File: config.mk
export PLATFORM = sky130hd
export DESIGN_NAME = port_input_conditioner
export DESIGN_NICKNAME = d
export VERILOG_FILES = /design/src/rtl/port_input_conditioner.sv
export SDC_FILE = /design/constraint.sdc
export NUM_CORES = 1
export LEC_CHECK = 0
export ABC_AREA = 0
export CAP_MARGIN = 10
export CORE_ASPECT_RATIO = 2
export CORE_UTILIZATION = 55
export DETAILED_ROUTE_END_ITERATION = 6
export PLACE_DENSITY = 0.83
export SYNTH_ARGS = -nofsm -noshare
export SYNTH_HDL_FRONTEND = slang
export SYNTH_SLANG_ARGS = --single-unit
File: constraint.sdc
create_clock -name clk -period 2.6 [get_ports clk]
set_input_delay 0.39 -clock clk [delete_from_list [all_inputs] [get_ports clk]]
set_output_delay 0.39 -clock clk [all_outputs]
set_load 0.01 [all_outputs]
File: src/rtl/port_input_conditioner.sv
// port_input_conditioner
//
// Conditions raw external pins before they reach the drf_system port_input.
// Each bit is synchronized through two flops and then debounced by its own
// counter.  The accepted level is clean_out.  Registered edge pulses and
// sticky rising-edge event flags are derived from clean_out.
//
// Ports:
//   clk         system clock (same clock as drf_system)
//   rst_n       asynchronous active-low reset
//   raw_in      asynchronous external pins
//   event_clr   per-bit clear strobe for event_flag
//   clean_out   debounced level, drives port_input
//   rise_pulse  one-cycle pulse on a clean_out 0->1 transition
//   fall_pulse  one-cycle pulse on a clean_out 1->0 transition
//   event_flag  sticky rise flag; set wins over a simultaneous clear

module port_input_conditioner #(
    parameter int WIDTH           = 4,
    parameter int DEBOUNCE_CYCLES = 16
) (
    input  logic             clk,
    input  logic             rst_n,
    input  logic [WIDTH-1:0] raw_in,
    input  logic [WIDTH-1:0] event_clr,
    output logic [WIDTH-1:0] clean_out,
    output logic [WIDTH-1:0] rise_pulse,
    output logic [WIDTH-1:0] fall_pulse,
    output logic [WIDTH-1:0] event_flag
);

    localparam int CW = (DEBOUNCE_CYCLES > 2) ? $clog2(DEBOUNCE_CYCLES) : 1;
    localparam logic [CW-1:0] CNT_MAX = CW'(DEBOUNCE_CYCLES - 1);

    logic [WIDTH-1:0] sync1_q, sync1_d;
    logic [WIDTH-1:0] sync2_q, sync2_d;
    logic [WIDTH-1:0] clean_q, clean_d;
    logic [WIDTH-1:0] rise_q,  rise_d;
    logic [WIDTH-1:0] fall_q,  fall_d;
    logic [WIDTH-1:0] flag_q,  flag_d;
    logic [CW-1:0]    cnt_q [WIDTH];
    logic [CW-1:0]    cnt_d [WIDTH];

    always_comb begin
        sync1_d = raw_in;
        sync2_d = sync1_q;
        clean_d = clean_q;
        for (int unsigned i = 0; i < WIDTH; i++) begin
            cnt_d[i] = '0;
            if (sync2_q[i] != clean_q[i]) begin
                if (cnt_q[i] == CNT_MAX) begin
                    clean_d[i] = sync2_q[i];
                end else begin
                    cnt_d[i] = cnt_q[i] + 1'b1;
                end
            end
        end
        // Pulses are computed from the level being registered this edge so
        // they line up with the clean_out update.
        rise_d = clean_d & ~clean_q;
        fall_d = ~clean_d & clean_q;
        // A rise registered this edge overrides a simultaneous clear.
        flag_d = rise_d | (flag_q & ~event_clr);
    end

    always_ff @(posedge clk or negedge rst_n) begin
        if (!rst_n) begin
            sync1_q <= '0;
            sync2_q <= '0;
            clean_q <= '0;
            rise_q  <= '0;
            fall_q  <= '0;
            flag_q  <= '0;
            for (int unsigned i = 0; i < WIDTH; i++) begin
                cnt_q[i] <= '0;
            end
        end else begin
            sync1_q <= sync1_d;
            sync2_q <= sync2_d;
            clean_q <= clean_d;
            rise_q  <= rise_d;
            fall_q  <= fall_d;
            flag_q  <= flag_d;
            for (int unsigned i = 0; i < WIDTH; i++) begin
                cnt_q[i] <= cnt_d[i];
            end
        end
    end

    assign clean_out  = clean_q;
    assign rise_pulse = rise_q;
    assign fall_pulse = fall_q;
    assign event_flag = flag_q;

endmodule

Word level (Yosys, flattened, before mapping)
Cells that the tools add are included.
{"block": "totals", "output_inout_bits": 16, "ff_bits": 40}
{"block": "op_classes", "bitwise_logic": 7, "eq_ne": 8, "n_addsub": 4, "muxes": 16}
{"operator": "$mux 4", "count": 8}
{"operator": "$add 4x1->4 const B", "count": 4}
{"operator": "$eq 4x4->1 const B", "count": 4}
{"operator": "$and 4x4->4", "count": 3}
{"operator": "$not 4->4", "count": 3}
{"operator": "$mux 1", "count": 8}
{"operator": "$ne 1x1->1", "count": 4}
{"operator": "$or 4x4->4", "count": 1}

Depth between registers and ports, before layout
Gate-level depths: netlist of run 1.
{"block": "logic_depth", "ltp_word": 5, "ltp_mapped": 4, "ltp_nobuf": 4}

Worst setup path before layout of run 1
OpenSTA, ideal clock, no wires.
{"block": "synth_timing", "path_kind": "register to register", "start": "reg cnt_q[4] in the netlist's numbering", "end": "reg clean_q[2], in the netlist clean_out[2]", "path_slack_ps": 1376, "stages_incl_launch_ff": 4, "t_arrival_ps": 1099, "path_buffers": 0, "required_ps": 2475, "path_cell_list": "dfrtp_1 ha_1 nand3_1 mux2_2"}
{"block": "synth_between", "elab_chain_cells": 3}
{"item": "start: declaration", "line_no": "41", "rtl": "logic [CW-1:0] cnt_q [WIDTH];"}
{"item": "start signal: indexed assignment", "line_no": "85", "rtl": "cnt_q[i] <= cnt_d[i];"}
{"item": "$eq 4x4->1", "line_no": "51", "rtl": "if (cnt_q[i] == CNT_MAX) begin"}
{"item": "$mux 1", "line_no": "51"}
{"item": "$mux 1", "line_no": "50", "rtl": "if (sync2_q[i] != clean_q[i]) begin"}
{"item": "named net clean_d[2]", "line_no": "37", "rtl": "logic [WIDTH-1:0] clean_q, clean_d;"}
{"item": "end signal: assignment", "line_no": "80", "rtl": "clean_q <= clean_d;"}
{"item": "end: declaration", "line_no": "37"}
The timed path passes the listed nets, and every way through them passes these cells.

Final worst setup path of run 1
{"block": "layout_timing", "start": "reg clean_q[1], in the netlist clean_out[1]", "end": "out clean_out[1]"}
{"item": "end: declaration", "line_no": "26", "rtl": "output logic [WIDTH-1:0] clean_out,"}
No word-level cell between the ends.

==> results of run 1 <==
-- registers in the layout (all words and copies together), names as in the netlist --
name and count:
rise_pulse 4, cnt_q 16, sync1_q 4, clean_out 4, sync2_q 4, fall_pulse 4
event_flag 4
-- area by class of cell --
class / count / share of cell area, %
flip-flops and latches: 40 / 51.41
multi-input cells: 60 / 24.49
repair buffers: 25 / 12.60
clock inverters: 3 / 4.627
clock buffers: 5 / 3.535
well taps: 28 / 1.799
inverters: 8 / 1.542
-- worst paths after layout --
| check | start | to | slack [ps] | cells past startpoint |
|---|---|---|---|---|
| min in group clk | sync1_q[0]$_DFF_PN0_ | sync2_q[0]$_DFF_PN0_ | 350 | 0 |
| worst min register to register | sync1_q[0]$_DFF_PN0_ | sync2_q[0]$_DFF_PN0_ | 350 | 0 |
| worst max register to register | cnt_q[4]$_DFF_PN0_ | clean_out[2]$_DFF_PN0_ | 1280 | 3 |
| max in group asynchronous | rst_n | rise_pulse[2]$_DFF_PN0_ | 1890 | 1 |
| worst max-delay path | clean_out[1]$_DFF_PN0_ | clean_out[1] | 920 | 1 |
| worst min-delay path | rst_n | cnt_q[2]$_DFF_PN0_ | 190 | 1 |
-- logic make-up (layout without fill, tap and decap cells) --
logic type | count (synthesis) | count (layout) | share of synthesized area [%]
buffers and inverters | 8 | 41 | 1.992
XOR/XNOR | 8 | 8 | 4.647
adder cells (fa/ha/maj) | 4 | 4 | 3.320
AO/OA/AOI/OAI | 17 | 17 | 6.556
AND/OR/NAND/NOR | 27 | 27 | 14.11
multiplexers | 4 | 4 | 2.987
flip-flops | 40 | 40 | 66.39
-- per-stage QoR --
step | instance area [sq um] | total power [mW] | util (%) | instances
after detailed placement | 1788 | 0.7397 | 69.57 | 161
after global routing | 1947 | 1.468 | 75.75 | 169
after CTS | 1947 | 1.430 | 75.75 | 169
final | 1947 | 1.413 | 75.75 | 169
after global placement | 1788 | 0.7338 | 69.57 | 161
after floorplan | 1508 | 0.7039 | - | 108
-- layer usage --
metal	GRT usage [%]	wire, um	up-vias
met3	6.997	93	7
met4	13.45	86	0
met2	32.00	1330	22
met1	20.85	917	449
met5	0	0	-
li1	-	-	432
-- cell usage in the layout, fill, tap and decap left out, drive strengths merged --
master,n
dfrtp,40
clkdlybuf4s50,24
nor3b,11
xnor2,8
inv,8
a21oi,8
clkbuf,5
nor2,4
nor2b,4
mux2,4
a21o,4
nand4b,4
o21ai,4
ha,4
nand3,4
bufinv,3
a311oi,1
buf,1
-- where the power goes --
group / internal (mW) / switching (mW) / total, mW
logic: 0.0320 / 0.0305 / 0.0626
registers: 0.643 / 0.0211 / 0.664
clock network: 0.480 / 0.206 / 0.686
total: 1.16 / 0.257 / 1.41
==> results.txt, run 1 <==
----------------------------------------------------
[Status]
  Result of the run ... complete, no violations

[Layout]
  Number of nets in the layout ... about 150
  Area overhead of the layout relative to synthesis ... 29.13%
  Area occupied by registers ... ~1000 sq um
  Filler cells ... between 150 and 200
  Number of antenna repair diodes ... 0
  Proportion of layout cells with a drive suffix above 1 ... between 10% and 20%
  Footprint of the multi-input gates ... approximately 480 sq um

[Placed design]
  Gp weighted congestion ... between 0.6 and 0.7
  Port Buf Inserts ... 25
  Pre-CTS WS ... between 1000 and 1500 ps
  Hpwl dp ... approximately 1700 um

[Synth]
  Most used standard cells in the synthesized netlist ... dfrtp_1, a21oi_1, inv_1, xnor2_1, nor3b_1
  Cell types occupying the most area after synthesis ... dfrtp_1, xnor2_1, nor3b_1
  Cell with the most instances after synthesis ... dfrtp_1
  Share of synthesized flip-flops with an asynchronous set or reset ... 100.0%
  Net count after synthesis ... about 120
  Synth Flop Type ... dfrtp_1
  Largest area contributor in the netlist ... dfrtp_1
  Cell area after synthesis ... 1508 sq um
  #FFs+latches synth ... 40
  Number of enable-type register cells in the synthesized netlist ... 0
  Synthesized netlist cell count ... approximately 110
  Synthesized area per cell ... between 10 and 15 sq um
  Post-synth cell types ... 16
  Portion of synthesized cell area occupied by the leading cell type ... approximately two thirds
  Fraction of the yosys area taken by sequential cells ... between 60% and 70%
  Syn. warnings ... 0

[Power and ir drop]
  Power density over the cells ... slightly above 700 nW/um^2
  Total leakage power ... just under 0.9 nW
  Peak ir drop on the vdd network ... 0.0006725 V

[STA]
  Worst slack on hold paths ... between 150 and 200 ps
  Highest clock frequency the design can meet ... 596.4 MHz
  Setup Viol. Count Final ... 0
  Fin Setup TNS ... 0 ps
  Max-slew headroom at the worst pin ... between 40 and 50%
  Final Hold Vio Count ... 0
  Total count of max-transition violations in the final report ... 0
  Skew final ... between 1.5 and 2 ps
  Period utilisation layout ... 64.48%
  Transition at the pin with the smallest max-transition slack ... around 820 ps
  Final critical path time including I/O delays and setup ... approximately 1700 ps
  Setup repair after global routing missed its margin ... no
  Smallest setup slack after layout ... about 920 ps

[Flow run]
  Reported max-cap violation count ... 0

[CTS]
  Reg clk slew, reported paths ... approximately 70 ps
  TritonCTS Buffers ... 5
  Latest clock arrival within the worst-skew pair ... between 200 and 300 ps
  Root buf cell ... clkbuf_8
  H-tree depth ... 2
  Hold Buf Count CTS ... 0
  Buffers from clock root to sink, at most ... 2
  CTS Sinks ... 40
  Post-CTS setup repair buffer count ... 0
  Number of gates resized after CTS ... 0
  Clock tree from TritonCTS ... built

[Worst setup path]
  Worst endpoint required time ... around 2200 ps
  Critical path buffers and inverters ... 1
  Worst path max stage delay ... 570 ps
  Startpoint class of the critical path ... register
  Critical setup path kind ... register to output port
  Critical path's top delay family ... buffers and inverters
  Endpoint kind of the worst setup timing path ... output port
  CP max FO ... 5
  CP Cell Sequence ... clkdlybuf4s50_1
  Cell type of the slowest stage on the worst timing path ... clkdlybuf4s50_1
  Critical path arrival ... 1290 ps

[Floorplan]
  Die width ... a little under 40 um
  Y dimension of the die ... around 76 um
  IO Pins ... 26
  Starting Density ... between 50 and 60%
  Die Outline Area ... 2967 sq um
  Core Region ... 2570 sq um
  FP Rows ... 26

[Hold path]
  Tightest Hold Check Type ... primary input to async pin

[Global routing]
  Initial antenna violation count ... 0
  Maximum number of pins on one net before global-route repair ... slightly above 40
  First-pass GRT wire length ... between 3000 and 4000 um
  Via count of the first global-routing pass ... roughly 940
  Overflow left after global routing ... 0
  Total routing resource utilization after global routing ... about a fifth

[Drt]
  First DRT Iteration DRCs ... 9
  Via/cell ratio ... around 5.4
  Via count ... 910
  Antenna viol nets, final ... 0
  Total Wirelength ... roughly 2400 um
  Average wire per standard cell ... 14.37 um
  Pre-Repair DR Iteration Count ... 2
  DRC ... 0

----------------------------------------------------
No activity file was read; power rests on OpenSTA's default activity.
==> inputs of run 2 (changes only) <==
Settings changed: CORE_UTILIZATION 55 to 46, PLACE_DENSITY 0.83 to 0.74.
Clock period 2.6 ns to 1.4 ns, I/O delays scaled along.
==> run 2 against run 1 <==
Net effect: sequential share of layout area grew 0.67 points; critical path depth is the same; clock skew grew 3.0 ps; sequential power grew 85%; utilization shrank 15 points; largest power group is now sequential cells.
==> results.txt, run 2 (synthesis gave the netlist of run 1 again) <==
----------------------------------------------------
[Layout]
  Filler cells ... 250
  Number of nets in the layout ... between 150 and 200
  Flip-flop count of the largest register, all copies and words added ... 16
  Number of antenna repair diodes ... 0
  Reg with most FFs ... cnt_q
  Area overhead of the layout relative to synthesis ... 27.47%
  Leading cell type in the layout, fill and taps excluded ... dfrtp_1
  Proportion of layout cells with a drive suffix above 1 ... between 10% and 20%
  Highest-count cells in the layout ignoring fill and taps ... dfrtp_1, clkdlybuf4s50_1, xnor2_1, inv_1, a21oi_1
  Total non-filler cell area in the finished layout ... slightly below 2000 sq um
  Utilization after layout ... between 60% and 70%

[Power and ir drop]
  Total Power ... 2.035 mW
  Fraction of power consumed by combinational cells ... 5.9%
  Int Power ... about 1.6 mW
  Peak ir drop on the vdd network ... ~0.00093 V
  Net Sw Power ... approximately 0.44 mW
  Clock power frac ... 33.5%
  Power density over the cells ... ~1100 nW/um^2
  Total leakage power ... 0.9960 nW
  Sequential group share of total power ... 60.6%
  Sw frac ... 21.54%

[Worst setup path]
  Critical path's top delay family ... buffers and inverters
  FF-to-FF path depth ... 3
  End of the worst register-to-register path ... clean_out[2]$_DFF_PN0_
  Critical path buffers and inverters ... 1
  Worst endpoint required time ... ~1200 ps
  Worst setup path startpoint ... fall_pulse[3]$_DFF_PN0_
  Last element of the critical path ... fall_pulse[3]
  Endpoint kind of the worst setup timing path ... output port
  Critical setup path kind ... register to output port
  CP Cell Sequence ... clkdlybuf4s50_1
  CP max FO ... 1
  Startpoint class of the critical path ... register
  R2r setup slk ... between 100 and 150 ps
  Worst path max stage delay ... around 520 ps
  Critical path arrival ... roughly 1100 ps
  Crit path depth ... 1
  Cell type of the slowest stage on the worst timing path ... clkdlybuf4s50_1
  Reg2Reg Launch Point ... cnt_q[4]$_DFF_PN0_

[Floorplan]
  FP Rows ... 29
  Die Outline Area ... around 3500 sq um
  Starting Density ... a little under half
  Y dimension of the die ... between 80 and 90 um
  IO Pins ... 26
  Core Region ... ~3200 sq um
  Die width ... between 40 and 50 um

[Drt]
  Via/cell ratio ... between 5 and 6
  Via count ... between 900 and 1,000
  Pre-Repair DR Iteration Count ... 3
  First DRT Iteration DRCs ... 16
  Average wire per standard cell ... about 13 um
  DRC ... 0
  Antenna viol nets, final ... 0
  Total Wirelength ... 2352 um

[Global routing]
  Overflow left after global routing ... 0
  First-pass GRT wire length ... around 4200 um
  Via count of the first global-routing pass ... 1,021
  Total routing resource utilization after global routing ... approximately 16%
  Initial antenna violation count ... 0
  Maximum number of pins on one net before global-route repair ... roughly 40

[CTS]
  Reg clk slew, reported paths ... about 70 ps
  H-tree depth ... 2
  Root buf cell ... clkbuf_8
  CTS Sinks ... 40
  Buffers from clock root to sink, at most ... 2
  Clock tree from TritonCTS ... built
  TritonCTS Buffers ... 5
  Latest clock arrival within the worst-skew pair ... around 280 ps

[Placed design]
  Cell area after placement ... approximately 1800 sq um
  Hpwl dp ... around 1600 um
  Port Buf Inserts ... 25
  Gp weighted congestion ... 0.7296

[STA]
  Fin Setup TNS ... 0 ps
  Setup repair after global routing missed its margin ... no
  Highest clock frequency the design can meet ... 743.4 MHz
  Total count of max-transition violations in the final report ... 0
  Transition at the pin with the smallest max-transition slack ... 482.4 ps
  Worst slack on hold paths ... 351.0 ps
  Max-slew headroom at the worst pin ... between 60 and 70%
  Final critical path time including I/O delays and setup ... approximately 1300 ps
  Skew final ... approximately 5 ps
  Setup Viol. Count Final ... 0
  Period utilisation layout ... 96.09%
  Final Hold Vio Count ... 0

[Hold path]
  Tightest Hold Check Type ... register to register

[Flow run]
  Reported max-cap violation count ... 0

[Status]
  Result of the run ... complete, no violations

----------------------------------------------------
## run 2: cell count changes in the layout (fill, tap and decap cells not counted)
cell and change:
bufinv_16 -3, dlygate4sd2_1 +2, dlygate4sd3_1 +1, clkinv_2 +1, clkbuf_1 +1, dlymetal6s2s_1 +6, buf_4 +4, clkdlybuf4s50_1 -8
## run 2: routing by layer
| metal | up-vias | global-route usage, % | part of all wire, % |
|---|---|---|---|
| met3 | 4 | 5.652 | 5.0 |
| met4 | 0 | 10.80 | 2.3 |
| met1 | 449 | 15.42 | 39 |
| li1 | 442 | - | - |
| met5 | - | 0 | 0 |
| met2 | 19 | 26.15 | 54 |
## run 2: area by class of cell
class	instances	area (sq um)	area share, %
clock buffer	6	72.57	3.776
clock inverter	1	5.005	0.2604
inverter	8	30.03	1.563
multi-input combinational	60	476.7	24.80
sequential	40	1001	52.08
tap	31	38.79	2.018
timing repair buffer	30	297.8	15.49
## run 2: power groups by stage
stage | Clock [mW] | Sequential, mW | Combinational (mW)
6_report | 0.682 | 1.23 | 0.121
5_1_grt | 0.784 | 1.24 | 0.139
4_1_cts | 0.718 | 1.23 | 0.125
3_5_place_dp | 0 | 1.25 | 0.122
3_3_place_gp | 0 | 1.25 | 0.114
2_1_floorplan | 0 | 1.25 | 0.0615
## run 2: worst min path at each step
stage               cells after the start                 start  slack [ps]                endpoint
detailed placement                      2                 rst_n         290      cnt_q[9]$_DFF_PN0_
global route                            1             raw_in[3]         350    sync1_q[3]$_DFF_PN0_
floorplan                               0                 rst_n         -90  clean_out[0]$_DFF_PN0_
global placement                        2                 rst_n         280     cnt_q[11]$_DFF_PN0_
CTS                                     1             raw_in[1]         360    sync1_q[1]$_DFF_PN0_
finish                                  0  sync1_q[1]$_DFF_PN0_         350    sync2_q[1]$_DFF_PN0_
## run 2: through the flow
step | setup WS (ps) | cells
finish | 54.75 | 176
global route | 9.872 | 176
CTS | 0.8674 | 176
detailed placement | 114.3 | 165
global placement | 148.1 | 165
floorplan | 176.5 | 108
## run 2: what timing repair did
item,in CTS,in global routing
pin swaps,0,0
gates resized for setup,2,6
endpoints found under the hold margin,40,0
setup buffers,3,0
gates cloned,0,0
hold buffers,1,0
endpoints found under the setup margin,4,6
==> inputs of run 3 (changes only) <==
Settings changed: TNS_END_PERCENT set to 10.
==> run 3 against run 2 <==
Net effect: global-route usage is 0.13 points lower; critical endpoint unchanged; highest routed layer unchanged; via count is 1.9% lower; worst setup slack worse by 1.4 ps; sequential share of layout area is 0.83 points higher; combinational power hardly changed; cell count is 1.7% lower; fmax is 0.10% lower; sequential power hardly changed; largest cell class unchanged; sequential cell count stayed put; power hardly changed.
==> results.txt, run 3 (synthesis gave the netlist of run 1 again) <==
----------------------------------------------------
[Floorplan]
  Die width ... ~42 um
  IO Pins ... 26
  Die Outline Area ... 3524 sq um
  Starting Density ... a little under half
  Y dimension of the die ... around 83 um
  FP Rows ... 29
  Core Region ... 3157 sq um

[Drt]
  First DRT Iteration DRCs ... 14
  Via count ... 897
  Antenna viol nets, final ... 0
  DRC ... 0
  Pre-Repair DR Iteration Count ... 3
  Via/cell ratio ... 5.185
  Total Wirelength ... between 2000 and 2500 um
  Average wire per standard cell ... 13.29 um

[Worst setup path]
  Startpoint class of the critical path ... register
  Worst endpoint required time ... approximately 1200 ps
  CP max FO ... 1
  Critical path arrival ... approximately 1100 ps
  Worst path max stage delay ... about 530 ps
  Cell type of the slowest stage on the worst timing path ... clkdlybuf4s50_1
  Critical path's top delay family ... buffers and inverters
  Critical setup path kind ... register to output port
  CP Cell Sequence ... clkdlybuf4s50_1
  Endpoint kind of the worst setup timing path ... output port
  Critical path buffers and inverters ... 1

[STA]
  Max-slew headroom at the worst pin ... about 68%
  Total count of max-transition violations in the final report ... 0
  Final Hold Vio Count ... 0
  Highest clock frequency the design can meet ... 742.6 MHz
  Setup Viol. Count Final ... 0
  Setup repair after global routing missed its margin ... no
  Skew final ... 5.063 ps
  Worst slack on hold paths ... 351.0 ps
  Final critical path time including I/O delays and setup ... about 1300 ps
  Transition at the pin with the smallest max-transition slack ... 481.5 ps
  Fin Setup TNS ... 0 ps
  Smallest setup slack after layout ... ~53 ps
  Period utilisation layout ... 96.19%

[Global routing]
  Via count of the first global-routing pass ... approximately 990
  Grt met2 use ... between 20% and 30%
  Most heavily used metal layer in global routing ... met2
  First-pass GRT wire length ... roughly 4100 um
  Fraction of met3 tracks used by global routing ... 5.652%
  Initial antenna violation count ... 0
  Total routing resource utilization after global routing ... 15.57%
  Maximum number of pins on one net before global-route repair ... a little over 40
  Routing usage on met1 ... 15.72%
  Overflow left after global routing ... 0

[CTS]
  Clock tree from TritonCTS ... built
  Root buf cell ... clkbuf_8
  Buffers from clock root to sink, at most ... 2
  Reg clk slew, reported paths ... 70 ps
  Latest clock arrival within the worst-skew pair ... 280 ps
  Post-CTS setup repair buffer count ... 0
  TritonCTS Buffers ... 5
  CTS Sinks ... 40
  H-tree depth ... 2

[Layout]
  Number of nets in the layout ... around 160
  Utilization after layout ... between 50% and 60%
  Highest-count cells in the layout ignoring fill and taps ... dfrtp_1, clkdlybuf4s50_1, xnor2_1, inv_1, a21oi_1
  Area overhead of the layout relative to synthesis ... 25.48%
  Finished Layout Cells ... approximately 170
  Proportion of layout cells with a drive suffix above 1 ... between 10% and 20%
  Reg with most FFs ... cnt_q
  Number of antenna repair diodes ... 0
  Leading cell type in the layout, fill and taps excluded ... dfrtp_1
  Total non-filler cell area in the finished layout ... about 1900 sq um
  Flip-flop count of the largest register, all copies and words added ... 16

[Power and ir drop]
  Total leakage power ... about 0.95 nW
  Net Sw Power ... approximately 0.44 mW
  Fraction of power consumed by combinational cells ... about 6%
  Int Power ... around 1.6 mW
  Peak ir drop on the vdd network ... a little over 0.0009 V
  Total Power ... around 2.0 mW
  Clock power frac ... approximately 34%
  Power density over the cells ... ~1100 nW/um^2
  Sequential group share of total power ... around three fifths
  Sw frac ... a little over a fifth

[Placed design]
  Port Buf Inserts ... 25
  Gp weighted congestion ... ~0.73
  Cell area after placement ... between 1500 and 2000 sq um
  Pre-CTS WS ... about 110 ps
  Number of placed instances, taps included ... about 170
  Hpwl dp ... between 1500 and 2000 um

[Hold path]
  Tightest Hold Check Type ... register to register

[Flow run]
  Reported max-cap violation count ... 0

[Status]
  Result of the run ... complete, no violations

----------------------------------------------------
[run 3: cell type report]
class	count	area, sq um
fillers	253	1265
flip-flops and latches	40	1001
multi-input cells	60	476.7
repair buffers	27	267.8
clock buffers	6	72.57
well taps	31	38.79
inverters	8	30.03
clock inverters	1	5.005
[run 3: power groups by stage]
stage               Sequential, mW  Clock (mW)  Combinational, mW
floorplan                     1.25           0             0.0615
global placement              1.25           0              0.114
detailed placement            1.25           0              0.122
CTS                           1.23       0.718              0.125
global route                  1.24       0.784              0.138
finish                        1.23       0.680              0.120
[run 3: worst paths after layout]
path	startpoint	end	slack, ps	cells after the start
worst max register to register	cnt_q[4]$_DFF_PN0_	clean_out[2]$_DFF_PN0_	110	3
max in group asynchronous	rst_n	rise_pulse[2]$_DFF_PN0_	550	3
worst min-delay path	sync1_q[1]$_DFF_PN0_	sync2_q[1]$_DFF_PN0_	350	0
worst min register to register	sync1_q[1]$_DFF_PN0_	sync2_q[1]$_DFF_PN0_	350	0
min in group asynchronous	rst_n	cnt_q[9]$_DFF_PN0_	510	3
worst max-delay path	fall_pulse[3]$_DFF_PN0_	fall_pulse[3]	50	1
[run 3: worst reg2reg max path, stage by stage (launching register included)]
cell and delay, ps:
dfrtp_1 410, ha_1 250, nand3_1 170, mux2_2 350
[run 3: repair_timing]
action                                  CTS  global route
resized for setup                         4             4
hold buffers                              1             0
endpoints found under the setup margin    4             4
endpoints found under the hold margin    40             0
[run 3: metal layers]
metal	share of wire, %	vias to the layer above
met5	0	-
li1	-	435
met4	2.4	0
met3	5.0	4
met1	39	439
met2	53	19
